<file path="src/rtl/counter_arbiter_pkg.sv">
// Shared definitions for the counter arbiter: operation encoding and
// round-robin index stepping.
package counter_arbiter_pkg;

   localparam logic OP_INC = 1'b0;
   localparam logic OP_DEC = 1'b1;

   // Next round-robin index after idx, wrapping explicitly at n-1 so
   // non-power-of-two requester counts never step onto an unused index.
   function automatic int rr_next(input int idx, input int n);
      return (idx >= n - 1) ? 0 : idx + 1;
   endfunction

endpackage

</file>
<file path="src/rtl/counter_arbiter_rr_arbiter.sv">
// Round-robin arbiter: searches from the pointer upward with wrap and
// picks the first active request. The pointer moves past the winner only
// when the parent says the grant was actually issued.
module rr_arbiter
   import counter_arbiter_pkg::*;
#(
   parameter int N = 4
) (
   input  logic                 clk,
   input  logic                 rst,
   input  logic [N-1:0]         req,
   input  logic                 advance,
   output logic [N-1:0]         gnt,
   output logic [$clog2(N)-1:0] idx,
   output logic                 valid
);

   localparam int IW = $clog2(N);

   logic [IW-1:0] ptr;

   // Wrapping priority search starting at the pointer.
   always_comb begin
      int cand;
      valid = 1'b0;
      idx   = ptr;
      for (int k = 0; k < N; k++) begin
         cand = int'(ptr) + k;
         if (cand >= N) cand = cand - N;
         if (!valid && req[cand]) begin
            valid = 1'b1;
            idx   = IW'(cand);
         end
      end
      gnt = valid ? (N'(1) << idx) : '0;
   end

   // Pointer steps past the winner on every issued grant.
   always_ff @(posedge clk or negedge rst) begin
      if (!rst)
         ptr <= '0;
      else if (advance)
         ptr <= IW'(rr_next(int'(idx), N));
   end

endmodule

</file>
<file path="src/rtl/counter_arbiter.sv">
// Shared up/down count register served to N requesters in round-robin
// order. Grant and nack are combinational; the count saturates at 0 and
// MAX_VAL and never wraps.
module counter_arbiter
   import counter_arbiter_pkg::*;
#(
   parameter int N       = 4,
   parameter int W       = 8,
   parameter int MAX_VAL = 2**W - 1
) (
   input  logic                 clk,
   input  logic                 rst,
   input  logic [N-1:0]         req,
   input  logic [N-1:0]         op,
   input  logic                 clr,
   output logic [N-1:0]         gnt,
   output logic                 nack,
   output logic [$clog2(N)-1:0] gnt_id,
   output logic [W-1:0]         count,
   output logic                 full,
   output logic                 empty
);

   localparam int          IW    = $clog2(N);
   localparam logic [W-1:0] MAX_C = W'(MAX_VAL);

   logic [N-1:0]  arb_gnt;
   logic [IW-1:0] arb_idx;
   logic          arb_valid;
   logic          active;
   logic          op_sel;
   logic          at_bound;

   rr_arbiter #(.N(N)) u_rr (
      .clk     (clk),
      .rst     (rst),
      .req     (req),
      .advance (active),
      .gnt     (arb_gnt),
      .idx     (arb_idx),
      .valid   (arb_valid)
   );

   // Qualify the raw arbiter choice with reset and clear, then bounds-check it.
   always_comb begin
      op_sel   = op[arb_idx];
      active   = rst && !clr && arb_valid;
      at_bound = (op_sel == OP_INC) ? (count == MAX_C) : (count == '0);
      nack     = active && at_bound;
      gnt      = active ? arb_gnt : '0;
   end

   // Count register: clear wins, otherwise apply an accepted grant.
   always_ff @(posedge clk or negedge rst) begin
      if (!rst)
         count <= '0;
      else if (clr)
         count <= '0;
      else if (active && !at_bound) begin
         if (op_sel == OP_INC)
            count <= count + W'(1);
         else
            count <= count - W'(1);
      end
   end

   // Last granted index, updated on nacked grants too.
   always_ff @(posedge clk or negedge rst) begin
      if (!rst)
         gnt_id <= '0;
      else if (active)
         gnt_id <= arb_idx;
   end

   assign full  = (count == MAX_C);
   assign empty = (count == '0);

endmodule

</file>
<file path="config.mk">
export PLATFORM = sky130hd
export DESIGN_NAME = counter_arbiter
export DESIGN_NICKNAME = d
export VERILOG_FILES = /design/src/rtl/counter_arbiter_pkg.sv /design/src/rtl/counter_arbiter_rr_arbiter.sv /design/src/rtl/counter_arbiter.sv
export SDC_FILE = /design/constraint.sdc
export NUM_CORES = 1
export LEC_CHECK = 0
export ABC_CLOCK_PERIOD_IN_PS = 7200
export CAP_MARGIN = 20
export CORE_UTILIZATION = 30
export DETAILED_ROUTE_END_ITERATION = 10
export PLACE_DENSITY = 0.57
export SLEW_MARGIN = 40
export SYNTH_ARGS = -nofsm -noshare
export SYNTH_HDL_FRONTEND = slang
export SYNTH_HIERARCHICAL = 1
export SYNTH_SLANG_ARGS = --single-unit
</file>
<file path="constraint.sdc">
create_clock -name clk -period 7.2 [get_ports clk]
set_input_delay 1.08 -clock clk [delete_from_list [all_inputs] [get_ports clk]]
set_output_delay 1.08 -clock clk [all_outputs]
set_load 0.02 [all_outputs]
</file>
==> impl_metrics.ini, run 1 <==
[cts]
cts_root_buf = clkbuf_4
postCtsHoldBufs = 0
cts_buffers = 3
cts_tree = built
clk_pin_slew_ns = 0.07
cts.sinks = 12
post_cts_buffers = 0
cts_resized = 0
htreeDepth = 1
clock_latency_ns = 0.27
clock_tree.buffer_depth = 2

[global_route]
grt.overflow.total = 0
grt_max_degree = 15
grt_pass1_vias = 932
met1_usage_pct = 19.8
antenna_found_initial = 0
grt.busiest_layer = met2
grt_pass1_wl_um = 4210
grt_usage_pct = 15.1
use_met2_pct = 25.3
met3_usage_pct = 0.621

[placed_design]
post_dp_cell_area_um2 = 1400
dp_slack_ns = 2.18
io_buffers = 27
hpwl_um = 1940
gp_congestion = 0.791

[synthesis]
syn_area_per_cell_um2 = 9.69
synth_edf_count = 0
synth.distinct_cells = 40
netlist_instances = 111
ys_seq_elements = 12
synth_compound_area_share_pct = 18.8
yosys.area_share.simple_pct = 23.6
synthAdderAreaFrac_pct = 13.5
synth_top_cell_by_area = dfrtp_1
syn_nets = 133
synth_top_family_by_area = simple AND/OR/NAND/NOR gates
synthMuxAreaShare_pct = 10.9
synth-xor-area-share_pct = 4.07
synthFlopType = dfrtp_1
post-synth-top-count-cell = nor2_1
synth-seq-area-share_pct = 27.9
netlist_area_um2 = 1080
synth-async-reset-ratio_pct = 100
synth_common_cells = nor2_1 (14), dfrtp_1 (12), ha_1 (10)
synth_top_area_share_pct = 27.9
synth_area_leaders = dfrtp_1 (28%), ha_1 (12%), nor2_1 (4.9%)
yosysWarnings = 6

[sta]
finalHoldViolCount = 0
setup_viol = 0
finalSetupTns_ns = 0
skew_ns = 0.00102
fmax_mhz = 199
period_share_pct = 69.9
worst_pin_slew_ns = 0.744
slew_viol_final = 0
setup_ws_ns = 2.17
relSlewSlack_pct = 50.0
rsz0062_at_grt = false
timing.final.crit_period_ns = 5.03

[die]
die_x_um = 61.9
die_y_um = 61.9
die_area_um2 = 3830
core-area_um2 = 3390
initial_core_util_pct = 31.7
fp-row-count = 21
io_pins = 28

[job]
maxCapViolCount = 0

[route]
via_per_inst = 5.24
remaining_drc_errors = 0
vias = 975
antenna_left = 0
wl_um = 2500
wl_per_cell_um = 13.5
drt_iter0_markers = 56
drt-pass1-iter-count = 4

[status]
status = finished, final reports clean

[finish]
drive_gt1_share_pct = 9.29
antenna_cells = 0
synthToLayoutAreaGrowth_pct = 31.7
stdcell_area_um2 = 1420
final_nets = 164

[power]
irDropWorstVdd_uv = 105
p_per_area_nw_per_um2 = 424
finalPower_mw = 0.602
p_leak_nw = 0.609

[worst_setup_path]
criticalPathCategory = in -> out
arrival_ns = 3.95
critPathMaxFanout = 10
start_kind = primary input
worstPathRequired_ns = 6.12
cp-end-kind = primary output

[min_path]
hold_class = reg -> reg
per-stage QoR:
stage               std cells  hold WS (ns)  util, %
floorplan                 111         0.567        -
global placement          183         0.498     41.2
detailed placement        183         0.500     41.2
CTS                       186         0.516     41.8
global route              186         0.532     41.8
finish                    186         0.510     41.8
critical path, cell delays in order:
cell,delay (ns)
clkdlybuf4s50_1,0.47
nor2b_1,0.16
o21ai_0,0.29
and3_1,0.31
mux4_2,0.67
mux2i_1,0.16
nor3_1,0.17
clkdlybuf4s50_1,0.64
routing by layer:
| metal | up-vias | share of wire, % |
|---|---|---|
| met4 | 0 | 2.2 |
| met5 | - | 0 |
| li1 | 474 | - |
| met2 | 24 | 47 |
| met3 | 5 | 2.4 |
| met1 | 472 | 48 |
state kept, by name (all words and copies together), names as in the netlist:
name,cells
u_rr/ptr,2
gnt_id,2
count,8
final cells by class:
cell class                 instances  area, um2
inverter                           1       3.75
fill                             343       1970
sequential                        12        300
timing repair buffer              27        270
tap                               46       57.6
clock buffer                       3       22.5
multi-input combinational         97        763
report_power, final:
| group | total (mW) | switching [mW] | internal [mW] | leakage, nW |
|---|---|---|---|---|
| logic | 0.423 | 0.220 | 0.204 | 0.442 |
| clock network | 0.0405 | 0.0211 | 0.0194 | 0.0138 |
| registers | 0.138 | 0.0411 | 0.0969 | 0.153 |
kinds of logic after synthesis:
| family | count (synthesis) |
|---|---|
| AND/OR/NAND/NOR | 44 |
| AO/OA/AOI/OAI | 27 |
| flip-flops | 12 |
| adder cells (fa/ha/maj) | 11 |
| multiplexers | 10 |
| XOR/XNOR | 5 |
| buffers and inverters | 2 |
final timing paths:
path,startpoint,to,slack [ns],cells after the start
max,req[0],nack,2.17,8
min,gnt_id[1],gnt_id[1],0.51,1
max reg2reg,u_rr/ptr[0],count[7],3.62,10
min reg2reg,gnt_id[1],gnt_id[1],0.51,1
max in group asynchronous,rst,count[0],5.59,1
min in group asynchronous,rst,count[6],1.20,1
cells in the final DEF, fill, tap and decap left out, drive strengths merged, types with 2 or more instances in the layout:
cell type and instances:
dfrtp 12, or4 2, clkbuf 3, mux2 4, o22ai 3, a211oi 4
and2 5, nand2b 3, and3 2, nor2 15, ha 10, a21oi 4
xnor2 3, nor2b 5, nand2 3, mux2i 5, and2b 4, clkdlybuf4s50 27
a211o 2, and4 2, xor2 2, a21o 2, o21ai 3, o21bai 4
Note: power is estimated with default switching activity, not from simulation.
==> inputs of run 2 (changes only) <==
--- a/config.mk
+++ b/config.mk
@@ -5,7 +5,7 @@
 export SDC_FILE = /design/constraint.sdc
 export NUM_CORES = 1
 export LEC_CHECK = 0
-export ABC_CLOCK_PERIOD_IN_PS = 7200
+export ABC_CLOCK_PERIOD_IN_PS = 4850
 export CAP_MARGIN = 20
 export CORE_UTILIZATION = 30
 export DETAILED_ROUTE_END_ITERATION = 10
==> constraint.sdc (replaced) <==
create_clock -name clk -period 4.85 [get_ports clk]
set_input_delay 0.7275 -clock clk [delete_from_list [all_inputs] [get_ports clk]]
set_output_delay 0.7275 -clock clk [all_outputs]
set_load 0.02 [all_outputs]
==> run 2 against run 1 <==
  * Sequential cell count unchanged
  * Critical endpoint unchanged
  * Largest power group unchanged
  * Clock power is 43% higher
  * Die area unchanged
  * Total power increased by 48%
  * Sequential share of layout area decreased by 0.11 points
  * Routed wire length down 1.4%
  * First-iteration DRC count decreased by 36%
  * Clock skew up 0.0020 ns
==> impl_metrics.ini, run 2 (synthesized netlist as in run 1, its figures left out) <==
[min_path]
hold_class = reg -> reg

[die]
fp-row-count = 21
die_area_um2 = 3830
core-area_um2 = 3390
die_x_um = 61.9
io_pins = 28
initial_core_util_pct = 31.7
die_y_um = 61.9

[global_route]
grt_max_degree = 15
antenna_found_initial = 0
grt.overflow.total = 0
grt_usage_pct = 14.5
grt_pass1_vias = 910
grt_pass1_wl_um = 4030

[finish]
final_nets = 165
fin_cells = 187
largestRegisters = count: 8 flops, gnt_id: 2 flops, u_rr/ptr: 2 flops
stdcell_area_um2 = 1430
final_cell_mix = clkdlybuf4s50_1 (27), nor2_1 (14), dfrtp_1 (12), ha_1 (10)
antenna_cells = 0
largest_register_ffs = 8
regMostFlops = count
synthToLayoutAreaGrowth_pct = 32.4
drive_gt1_share_pct = 9.93
utilization_pct = 42.0
final_common_cell = clkdlybuf4s50_1

[sta]
timing.final.crit_period_ns = 4.37
holdWs_ns = 0.517
skew_ns = 0.00304
worst_pin_slew_ns = 0.698
relSlewSlack_pct = 53.1
finalSetupTns_ns = 0
rsz0062_at_grt = false
setup_viol = 0
slew_viol_final = 0
finalHoldViolCount = 0
fmax_mhz = 229
period_share_pct = 90.0
setup_ws_ns = 0.483

[power]
p_leak_nw = 0.614
finalPower_mw = 0.892
irDropWorstVdd_uv = 179
p_per_area_nw_per_um2 = 626

[route]
route.met2.wl_um = 1230
wl_met1_um = 1180
drt_iter0_markers = 36
routed.top_layer = met3
wl_um = 2470
via_per_inst = 5.07
vias = 949
wl_per_cell_um = 13.2
antenna_left = 0
drt-pass1-iter-count = 4
wl_met3_um = 57
remaining_drc_errors = 0

[cts]
cts_tree = built
clock_latency_ns = 0.26
clock_tree.buffer_depth = 2
post_cts_buffers = 0
htreeDepth = 1
cts_resized = 0
cts.sinks = 12
clk_pin_slew_ns = 0.07
cts_root_buf = clkbuf_4
cts_buffers = 3
postCtsHoldBufs = 0

[placed_design]
io_buffers = 27
dp_slack_ns = 0.443
placedCellCount = 184
post_dp_cell_area_um2 = 1400
gp_congestion = 0.765
hpwl_um = 1950

[worst_setup_path]
cp-end-kind = primary output
worstPathRequired_ns = 4.12
arrival_ns = 3.64
criticalPathCategory = in -> out
critPathMaxFanout = 10
worst-r2r-setup-slack_ns = 1.33
start_kind = primary input

[job]
maxCapViolCount = 0

[status]
status = finished, final reports clean
[run 2: changes by cell type in the layout (fill, tap and decap cells not counted)]
cell	before	now
buf_4	0	1
[run 2: worst max-delay path, cell delays in order]
cell and delay [ns]:
clkdlybuf4s50_1 0.46, nor2b_1 0.16, o21ai_0 0.30, and3_1 0.31
mux4_2 0.68, mux2i_1 0.16, nor3_1 0.19, clkdlybuf4s50_1 0.64
[run 2: layer usage]
layer	GRT usage, %	vias to the layer above
li1	-	477
met1	18.9	453
met2	24.7	19
met3	1.24	0
met4	5.71	0
met5	0	-
[run 2: path summary, 6_finish.rpt]
path,to,from,cells past startpoint
setup / recovery,nack,req[0],8
hold / removal,gnt_id[1],gnt_id[1],1
setup reg to reg,count[7],u_rr/ptr[0],10
hold reg to reg,gnt_id[1],gnt_id[1],1
max in group asynchronous,count[4],rst,2
min in group asynchronous,count[1],rst,2
[run 2: cell type report]
type / count / area [um2]
Multi-Input combinational cell: 97 / 763
Tap cell: 46 / 57.6
Fill cell: 331 / 1960
Timing Repair Buffer: 28 / 278
Sequential cell: 12 / 300
Inverter: 1 / 3.75
Clock buffer: 3 / 22.5
[run 2: power breakdown]
part           switching, mW  internal (mW)  total, mW
combinational          0.330          0.303      0.633
sequential            0.0573          0.144      0.201
clock                 0.0291         0.0286     0.0578
==> inputs of run 3 (changes only) <==
--- a/config.mk
+++ b/config.mk
@@ -6,7 +6,6 @@
 export NUM_CORES = 1
 export LEC_CHECK = 0
 export ABC_CLOCK_PERIOD_IN_PS = 4850
-export CAP_MARGIN = 20
 export CORE_UTILIZATION = 30
 export DETAILED_ROUTE_END_ITERATION = 10
 export PLACE_DENSITY = 0.57
@@ -15,3 +14,4 @@
 export SYNTH_HDL_FRONTEND = slang
 export SYNTH_HIERARCHICAL = 1
 export SYNTH_SLANG_ARGS = --single-unit
+export TNS_END_PERCENT = 30
==> results of run 3 <==
The final DEF is identical to that of run 2; final timing and power are the same.
